[config.mk]
export PLATFORM = sky130hd
export DESIGN_NAME = hazard_muldiv_ctrl
export DESIGN_NICKNAME = d
export VERILOG_FILES = /design/src/rtl/hazard_muldiv_ctrl.sv
export SDC_FILE = /design/constraint.sdc
export NUM_CORES = 1
export LEC_CHECK = 0
export ABC_AREA = 1
export BUFFER_PORTS_ARGS = -buffer_cell sky130_fd_sc_hd__buf_2
export CAP_MARGIN = 20
export CORE_MARGIN = 5
export CORE_UTILIZATION = 45
export DETAILED_ROUTE_END_ITERATION = 10
export PLACE_DENSITY = 0.82
export REMOVE_ABC_BUFFERS = 1
export SLEW_MARGIN = 10
export SYNTH_ARGS = -nofsm -noshare
export SYNTH_HDL_FRONTEND = slang
export SYNTH_SLANG_ARGS = --single-unit
[constraint.sdc]
create_clock -name clk -period 1.6 [get_ports clk]
set_input_delay 0.32 -clock clk [delete_from_list [all_inputs] [get_ports clk]]
set_output_delay 0.32 -clock clk [all_outputs]
set_load 0.05 [all_outputs]
[src/rtl/hazard_muldiv_ctrl.sv]
// hazard_muldiv_ctrl: hazard detection, forwarding selects and multiply/divide
// sequencing for the 5-stage pipeline.
// Optional feature: define HAZARD_PERF_CNT_EN to add the 32-bit saturating
// StallCount output, which counts cycles in which decode is stalled.
module hazard_muldiv_ctrl #(
  parameter int MUL_LAT = 4,
  parameter int DIV_LAT = 32,
  parameter int CNT_W   = 6
) (
  input  logic        clk,
  input  logic        reset,
  input  logic [4:0]  RsD,
  input  logic [4:0]  RtD,
  input  logic [4:0]  RsE,
  input  logic [4:0]  RtE,
  input  logic [4:0]  WriteRegE,
  input  logic [4:0]  WriteRegM,
  input  logic [4:0]  WriteRegW,
  input  logic        RegWriteE,
  input  logic        RegWriteM,
  input  logic        RegWriteW,
  input  logic        MemToRegE,
  input  logic        MemToRegM,
  input  logic        BranchD,
  input  logic        HiLoAccessD,
  input  logic        MulDivStartE,
  input  logic        MulDivOpE,
  output logic        StallF,
  output logic        StallD,
  output logic        FlushE,
  output logic        ForwardAD,
  output logic        ForwardBD,
  output logic [1:0]  ForwardAE,
  output logic [1:0]  ForwardBE,
  output logic        MulDivBusy,
`ifdef HAZARD_PERF_CNT_EN
  output logic [31:0] StallCount,
`endif
  output logic        MulDivDone
);

  typedef enum logic [1:0] {IDLE, BUSY, DONE} mdState_t;

  // Counter is loaded with LAT-2: one cycle is spent entering BUSY and one in DONE.
  localparam logic [CNT_W-1:0] MUL_LOAD = CNT_W'(MUL_LAT - 2);
  localparam logic [CNT_W-1:0] DIV_LOAD = CNT_W'(DIV_LAT - 2);

  mdState_t         state;
  logic [CNT_W-1:0] cnt;
  logic [CNT_W-1:0] loadVal;
  logic             lwStall;
  logic             brStall;
  logic             mdStall;
  logic             stall;

  assign loadVal = MulDivOpE ? DIV_LOAD : MUL_LOAD;

  // ALU operand forwarding: the M stage result is newer than W, so it wins.
  always_comb begin
    ForwardAE = 2'b00;
    if (RegWriteM && (WriteRegM != 5'd0) && (WriteRegM == RsE))
      ForwardAE = 2'b10;
    else if (RegWriteW && (WriteRegW != 5'd0) && (WriteRegW == RsE))
      ForwardAE = 2'b01;
    ForwardBE = 2'b00;
    if (RegWriteM && (WriteRegM != 5'd0) && (WriteRegM == RtE))
      ForwardBE = 2'b10;
    else if (RegWriteW && (WriteRegW != 5'd0) && (WriteRegW == RtE))
      ForwardBE = 2'b01;
  end

  // Branch comparator in decode can only take the M stage ALU result.
  assign ForwardAD = (RsD != 5'd0) && (RsD == WriteRegM) && RegWriteM;
  assign ForwardBD = (RtD != 5'd0) && (RtD == WriteRegM) && RegWriteM;

  // Stall sources are independent and simply OR-ed together.
  always_comb begin
    lwStall = MemToRegE && ((RtE == RsD) || (RtE == RtD));
    brStall = BranchD &&
              ((RegWriteE && (WriteRegE != 5'd0) &&
                ((WriteRegE == RsD) || (WriteRegE == RtD))) ||
               (MemToRegM && (WriteRegM != 5'd0) &&
                ((WriteRegM == RsD) || (WriteRegM == RtD))));
    mdStall = HiLoAccessD && ((state == BUSY) || MulDivStartE);
    stall   = lwStall | brStall | mdStall;
  end

  assign StallF = stall;
  assign StallD = stall;
  assign FlushE = stall;

  // Multiply/divide latency FSM; Busy and Done are registered alongside the state.
  always_ff @(posedge clk or negedge reset) begin
    if (!reset) begin
      state      <= IDLE;
      cnt        <= '0;
      MulDivBusy <= 1'b0;
      MulDivDone <= 1'b0;
    end else begin
      case (state)
        IDLE: begin
          MulDivDone <= 1'b0;
          if (MulDivStartE) begin
            cnt        <= loadVal;
            state      <= BUSY;
            MulDivBusy <= 1'b1;
          end
        end
        BUSY: begin
          // A start seen here is a second mult/div that decode should have held; ignore it.
          if (cnt == '0) begin
            state      <= DONE;
            MulDivBusy <= 1'b0;
            MulDivDone <= 1'b1;
          end else begin
            cnt <= cnt - CNT_W'(1);
          end
        end
        DONE: begin
          MulDivDone <= 1'b0;
          if (MulDivStartE) begin
            cnt        <= loadVal;
            state      <= BUSY;
            MulDivBusy <= 1'b1;
          end else begin
            state <= IDLE;
          end
        end
        default: begin
          state      <= IDLE;
          MulDivBusy <= 1'b0;
          MulDivDone <= 1'b0;
        end
      endcase
    end
  end

`ifdef HAZARD_PERF_CNT_EN
  // Saturating count of decode-stall cycles.
  always_ff @(posedge clk or negedge reset) begin
    if (!reset)
      StallCount <= '0;
    else if (StallD && (StallCount != 32'hFFFF_FFFF))
      StallCount <= StallCount + 32'd1;
  end
`endif

endmodule

==> results of run 1 <==
==> cell type report <==
class	instances	area, sq um	share of cell area (%)
Multi-Input combinational cell	173	1129	51.40
Timing Repair Buffer	80	606.8	27.64
Sequential cell	10	250.2	11.40
Inverter	34	132.6	6.040
Tap cell	33	41.29	1.880
Clock buffer	4	36.28	1.652
==> state kept, by name (all words and copies together), names as in the netlist <==
signal / flops
MulDivBusy: 1
MulDivDone: 1
cnt: 6
state: 2
==> cells by family after synthesis <==
group / Yosys count / synth area share (%)
flip-flops: 10 / 18.00
buffers and inverters: 40 / 11.88
XOR/XNOR: 33 / 20.79
AO/OA/AOI/OAI: 20 / 8.820
AND/OR/NAND/NOR: 119 / 39.60
adder cells (fa/ha/maj): 1 / 0.8999
==> worst reg2reg max path: cells and delay by family, from the launching register on <==
family / cells / cell delay [ns]
DFF: 1 / 0.38
AOI/OAI and AO/OA: 2 / 0.20
adders and majority gates: 1 / 0.19
and+or+nand+nor: 4 / 0.47
buffers and inverters: 2 / 0.15
==> layer usage <==
| metal | up-vias | track usage (%) | wire length, um |
|---|---|---|---|
| met5 | - | 0 | 0 |
| met4 | 0 | 6.995 | 174 |
| met3 | 18 | 2.735 | 353 |
| met2 | 84 | 34.89 | 2597 |
| met1 | 796 | 24.92 | 1936 |
| li1 | 852 | - | - |
==> report_power, final <==
group	switching [W]	internal [W]
combinational	0.000817	0.000537
sequential	0.0000869	0.000366
clock	0.0000952	0.000138
total	0.000999	0.00104
==> metrics by stage <==
stage,hold slack (ns),total power [W],setup slack (ns)
6_report,0.3293,0.002040,-0.1907
5_1_grt,0.3427,0.002179,-0.3150
4_1_cts,0.3283,0.001832,-0.1078
3_5_place_dp,0.1898,0.001508,-0.1754
3_3_place_gp,0.1871,0.001486,-0.1822
2_1_floorplan,0.02441,0.001180,-0.7192
==> synthesized netlist by cell type <==
master	n	area, sq um
sky130_fd_sc_hd__nor2_4	1	11.26
sky130_fd_sc_hd__xor2_1	17	148.9
sky130_fd_sc_hd__nand3_1	11	55.05
sky130_fd_sc_hd__a31oi_1	2	12.51
sky130_fd_sc_hd__nand4_2	1	12.51
sky130_fd_sc_hd__buf_2	1	5.000
sky130_fd_sc_hd__nand2_2	1	6.260
sky130_fd_sc_hd__o21ai_2	1	8.760
sky130_fd_sc_hd__a21oi_2	1	8.760
sky130_fd_sc_hd__nor4_2	2	25.02
sky130_fd_sc_hd__nor2_2	2	12.51
sky130_fd_sc_hd__a21oi_1	2	10.01
sky130_fd_sc_hd__inv_1	30	112.6
sky130_fd_sc_hd__nand4_1	3	18.77
sky130_fd_sc_hd__clkbuf_2	2	10.01
sky130_fd_sc_hd__a22oi_1	2	15.01
sky130_fd_sc_hd__nor2_8	1	20.02
sky130_fd_sc_hd__nor2_1	24	90.09
sky130_fd_sc_hd__nand2_4	2	22.52
sky130_fd_sc_hd__dfrtp_1	10	250.2
sky130_fd_sc_hd__nand2_1	65	244.0
sky130_fd_sc_hd__nor3_1	4	20.02
sky130_fd_sc_hd__xnor2_1	16	140.1
sky130_fd_sc_hd__inv_2	4	15.01
sky130_fd_sc_hd__o21a_1	1	7.510
sky130_fd_sc_hd__buf_4	3	22.52
sky130_fd_sc_hd__nor4_1	2	12.51
sky130_fd_sc_hd__ha_1	1	12.51
sky130_fd_sc_hd__a211oi_1	2	15.01
sky130_fd_sc_hd__o21ai_0	9	45.04
==> worst min-delay path by stage <==
stage          cells past startpoint      start         end
6_report                           3  MulDivOpE      cnt[2]
5_1_grt                            3  MulDivOpE      cnt[2]
4_1_cts                            3  MulDivOpE      cnt[2]
3_5_place_dp                       1      reset    state[0]
3_3_place_gp                       1      reset    state[0]
2_1_floorplan                      0      reset  MulDivBusy
==> repair_timing <==
item	in CTS	in global routing
buffers inserted	2	3
hold buffers	1	0
resized for setup	36	43
endpoints found under the setup margin	9	16
endpoints found under the hold margin	10	0
pin swaps	3	16
==> metrics.cfg, run 1 <==
[critical_path]
worstSetupPathDepth=12
crit_path_top_delay_cell=sky130_fd_sc_hd__nand3_1
critPathLaunch=RtD[3]
critical_path.most_common_cell=sky130_fd_sc_hd__nand2_1
setup.worst_path.end_class=output port
crit_family=simple AND/OR/NAND/NOR gates
max_stage_delay_ns=0.18
path_class=primary input to output port
worstRegToRegCells=9
critPathLaunchType=primary input
path_max_fanout=4
crit_path_cell_trace=buf_4 > inv_2 > nand2_1 > nand2_1 > nor2_1 > nand3_1 > nand2_1 > nand2_1 > nand2_1 > nand2_2 > nand2_4 > buf_8
flop_to_flop_setup_slack_ns=0.09
worst-path-buf-inv=3
endpoint_arrival_time_on_the_critical_path_ns=1.47
critical_path.reg2reg.endpoint=cnt[3]
worst_r2r_startpoint=cnt[1]
critical_path.endpoint=StallD
worstPathRequired_ns=1.28

[die]
effective_utilization_at_floorplan_pct=46.29
design.portCount=57
die_h_um=65.58
dieWidth_um=65.58
rows=20
core_area_sq_um=3003
design.die.area_sq_um=4301

[status]
run_status=finished with violations
violations=negative setup slack

[grt]
grt_pass1_wl_um=6727
antenna_violations_before_repair=0
grt_overflow=0
first_global_vias=1489
grt_start_max_net_pins=11
globalRouteTotalUtil_pct=19.98

[routing]
dr.first_iter.drc_count=182
route.vias.total=1750
drtPass1Iterations=5
routed_wl_um=5061
wl_per_cell_um=15.15
drt_drc_violations_left=0
avgViaCountPerCell=5.240
antenna_violating_nets_post_route=0

[synth]
postSynthRegisterBits=10
sequential_fraction_of_the_synthesis_area_pct=18.00
synth.cell_area_sq_um=1390
synthesis.instances=223
synth.avg_cell_area_sq_um=6.234
yosysWarnings=0
synth.lib_cells_used.distinct=30

[clock_tree]
cts-buffers-inserted=3
clk-insertion-delay-late_ns=0.27
ctsLongestPathBuffers=2
clkTransAtPathRegs_ns=0.07
clkSinkCount=10
number_of_h_tree_levels=1
tritoncts=done
clockRootBuffer=sky130_fd_sc_hd__clkbuf_4

[place]
placement.cell_area_sq_um=1809
detailed_place_hpwl_um=3197
io_buffer_count=56
placed_cells=324
place.gp.congestion=0.9623

[cells_and_area]
final_layout_size_suffix_gt1_share_pct=40.20
final_cell_mix=sky130_fd_sc_hd__nand2_1, sky130_fd_sc_hd__buf_2, sky130_fd_sc_hd__inv_1
layout.cells.most_common=sky130_fd_sc_hd__nand2_1
layout.nets=349
syn2layout_area_growth_pct=57.97
insertedDiodeCount=0
nFillCells=200
instances_no_fill=334
fin_area_sq_um=2196
postLayoutCoreUtil_pct=73.13

[timing]
grt_setup_unrepaired=true
fin_worst_skew_ns=0.001087
final-hold-violation-count=0
finalCriticalPeriod_ns=1.791
finalCritPeriodShare_pct=111.9
timing.setup.tns_ns=-0.7672
layout_setup_ws_ns=-0.1907
worst-slew-pin-transition_ns=0.3894
timing.fmax_mhz=558.4
setup-violations-final=7
slew_viol_final=0
slew_headroom_pct=73.80

[power]
static-leakage-power_nw=1.189
ir_drop_mv=0.4463
power_per_unit_of_standard_cell_area_nw_per_um2=929.2

[run]
timing.max_cap.violations=0

[min_path]
timing.hold.worst.class=primary input to flop

No activity file was read; power rests on OpenSTA's default activity.
==> run 2, diff against run 1 <==
--- a/config.mk
+++ b/config.mk
@@ -6,12 +6,13 @@
 export NUM_CORES = 1
 export LEC_CHECK = 0
 export ABC_AREA = 1
-export BUFFER_PORTS_ARGS = -buffer_cell sky130_fd_sc_hd__buf_2
+export BUFFER_PORTS_ARGS = -buffer_cell sky130_fd_sc_hd__buf_4
 export CAP_MARGIN = 20
 export CORE_MARGIN = 5
-export CORE_UTILIZATION = 45
+export CORE_UTILIZATION = 30
+export CTS_BUF_LIST = sky130_fd_sc_hd__clkbuf_4
 export DETAILED_ROUTE_END_ITERATION = 10
-export PLACE_DENSITY = 0.82
+export PLACE_DENSITY = 0.61
 export REMOVE_ABC_BUFFERS = 1
 export SLEW_MARGIN = 10
 export SYNTH_ARGS = -nofsm -noshare
==> metrics.cfg, run 2 (synthesis results as in run 1) <==
[clock_tree]
ctsLongestPathBuffers=2
clkSinkCount=10
cts-buffers-inserted=3
tritoncts=done
clockRootBuffer=sky130_fd_sc_hd__clkbuf_4
clk-insertion-delay-late_ns=0.27
number_of_h_tree_levels=1
clkTransAtPathRegs_ns=0.07

[cells_and_area]
instances_no_fill=354
layout_top_registers=cnt x6, state x2
layout.cells.most_common=sky130_fd_sc_hd__nand2_1
insertedDiodeCount=0
final_layout_size_suffix_gt1_share_pct=43.05
registers.top_by_ff_count=cnt
final_cell_mix=sky130_fd_sc_hd__nand2_1, sky130_fd_sc_hd__buf_4, sky130_fd_sc_hd__inv_1
syn2layout_area_growth_pct=72.55
layout.nets=350
largest_register_ffs=6

[grt]
grt_use_met3_pct=1.602
antenna_violations_before_repair=0
grt.met2_usage_pct=22.68
grt_pass1_wl_um=7355
first_global_vias=1565
gr-max-usage-layer=met2
met1_track_demand_over_resource_in_global_routing_pct=21.47
globalRouteTotalUtil_pct=14.73
grt_overflow=0
grt_start_max_net_pins=11

[min_path]
worst_hold_depth=4
timing.hold.worst.class=primary input to flop
worstHoldEndpoint=MulDivBusy
min_from=MulDivStartE

[timing]
final-hold-violation-count=0
finalCriticalPeriod_ns=1.753
setup-violations-final=4
slew_headroom_pct=77.33
grt_setup_unrepaired=true
slew_viol_final=0
timing.fmax_mhz=570.6
fin_worst_skew_ns=0.007380
finalCritPeriodShare_pct=109.5
layout_setup_ws_ns=-0.1527
worst-slew-pin-transition_ns=0.3390

[routing]
routed_wl_um=4680
drtPass1Iterations=4
route.vias.total=1632
avgViaCountPerCell=4.610
antenna_violating_nets_post_route=0
drt_drc_violations_left=0
dr.first_iter.drc_count=121
wl_per_cell_um=13.22

[power]
clock_power_share_pct=9.1
switching_share_pct=47.36
switching_power_w=0.0009391
ir_drop_mv=0.3289
static-leakage-power_nw=1.231
power_per_unit_of_standard_cell_area_nw_per_um2=826.7
internal_power_summed_over_all_cells_w=0.001044
combPwrFrac_pct=68.4
post_layout_power_w=0.001983
power.sequential.fraction_pct=22.5

[critical_path]
path_max_fanout=3
path_class=flop to output port
max_stage_delay_ns=0.41
worst_r2r_startpoint=cnt[1]
critical_path.reg2reg.endpoint=cnt[4]
setup.worst_path.end_class=output port
crit_family=flip-flops
worstPathRequired_ns=1.28
endpoint_arrival_time_on_the_critical_path_ns=1.43
crit_path_top_delay_cell=sky130_fd_sc_hd__dfrtp_1
flop_to_flop_setup_slack_ns=0.15
worstRegToRegCells=9
worst-path-buf-inv=2
critPathLaunchType=flop
crit_path_cell_trace=inv_4 > nor2_8 > o21a_1 > a21oi_2 > nand2_2 > buf_8

[status]
violations=negative setup slack
run_status=finished with violations

[die]
rows=24
core_area_sq_um=4414
design.die.area_sq_um=6095
die_h_um=78.07
dieWidth_um=78.07
design.portCount=57
effective_utilization_at_floorplan_pct=31.49

[place]
place.gp.congestion=0.8407
io_buffer_count=56
placed_cells=344
detailed_place_hpwl_um=3620

[run]
timing.max_cap.violations=0

-- run 2: cell types whose count changed in the layout (fill, tap and decap cells not counted), sizes merged --
cell / change
buf: +1
clkinv: +1
clkbuf: -1
-- run 2: layout make-up --
| class | instances | area, sq um |
|---|---|---|
| multi-input cells | 173 | 1164 |
| clock inverters | 1 | 3.754 |
| inverters | 34 | 137.6 |
| clock buffers | 3 | 22.52 |
| repair buffers | 81 | 755.7 |
| flip-flops and latches | 10 | 250.2 |
| fillers | 405 | 2016 |
| well taps | 52 | 65.06 |
-- run 2: worst register-to-register path, delay by kind of cell, from the launching register on --
family                     cells  cell delay, ns
AOI/OAI and AO/OA              2            0.20
DFF                            1            0.38
buffers and inverters          2            0.12
and+or+nand+nor                4            0.48
adders and majority gates      1            0.15
-- run 2: worst max-delay path by stage --
stage                   end    startpoint  cells past startpoint
6_report             FlushE      state[0]                      6
3_5_place_dp         FlushE        RsD[0]                     12
3_3_place_gp         FlushE        RsD[0]                     12
4_1_cts              FlushE      state[0]                      6
5_1_grt              FlushE      state[0]                      6
2_1_floorplan  ForwardAE[0]  WriteRegM[1]                      3
-- run 2: stage by stage --
step	util, %	setup TNS (ns)	worst slack (ns)	hold WS (ns)	area [sq um]
floorplan	-	-4.311	-0.7192	0.02441	1353
global placement	44.87	-0.9070	-0.1282	0.1564	1981
detailed placement	44.87	-0.8400	-0.1362	0.1562	1981
CTS	49.77	-0.4674	-0.1360	0.3414	2197
global route	54.34	-0.8922	-0.2532	0.3518	2399
finish	54.34	-0.4670	-0.1527	0.3431	2399
-- run 2: power by group through the flow --
stage	clock, W	sequential (W)	combinational, W
final	0.000181	0.000445	0.00136
after global routing	0.000201	0.000460	0.00147
after CTS	0.000184	0.000445	0.00126
after detailed placement	0	0.000451	0.00114
after global placement	0	0.000446	0.00113
after floorplan	0	0.000536	0.000643
-- run 2: per-layer routing --
| layer | share of wire (%) | wire (um) |
|---|---|---|
| met1 | 48 | 2246 |
| met2 | 47 | 2203 |
| met3 | 3.4 | 157 |
| met4 | 1.6 | 73 |
| met5 | 0 | 0 |
-- run 2: what timing repair did --
action	CTS	global route
pin swaps	14	20
setup endpoints to repair	9	11
hold buffers	1	0
setup buffers	3	2
cloned	0	0
resized for setup	35	47
hold endpoints to repair	10	0
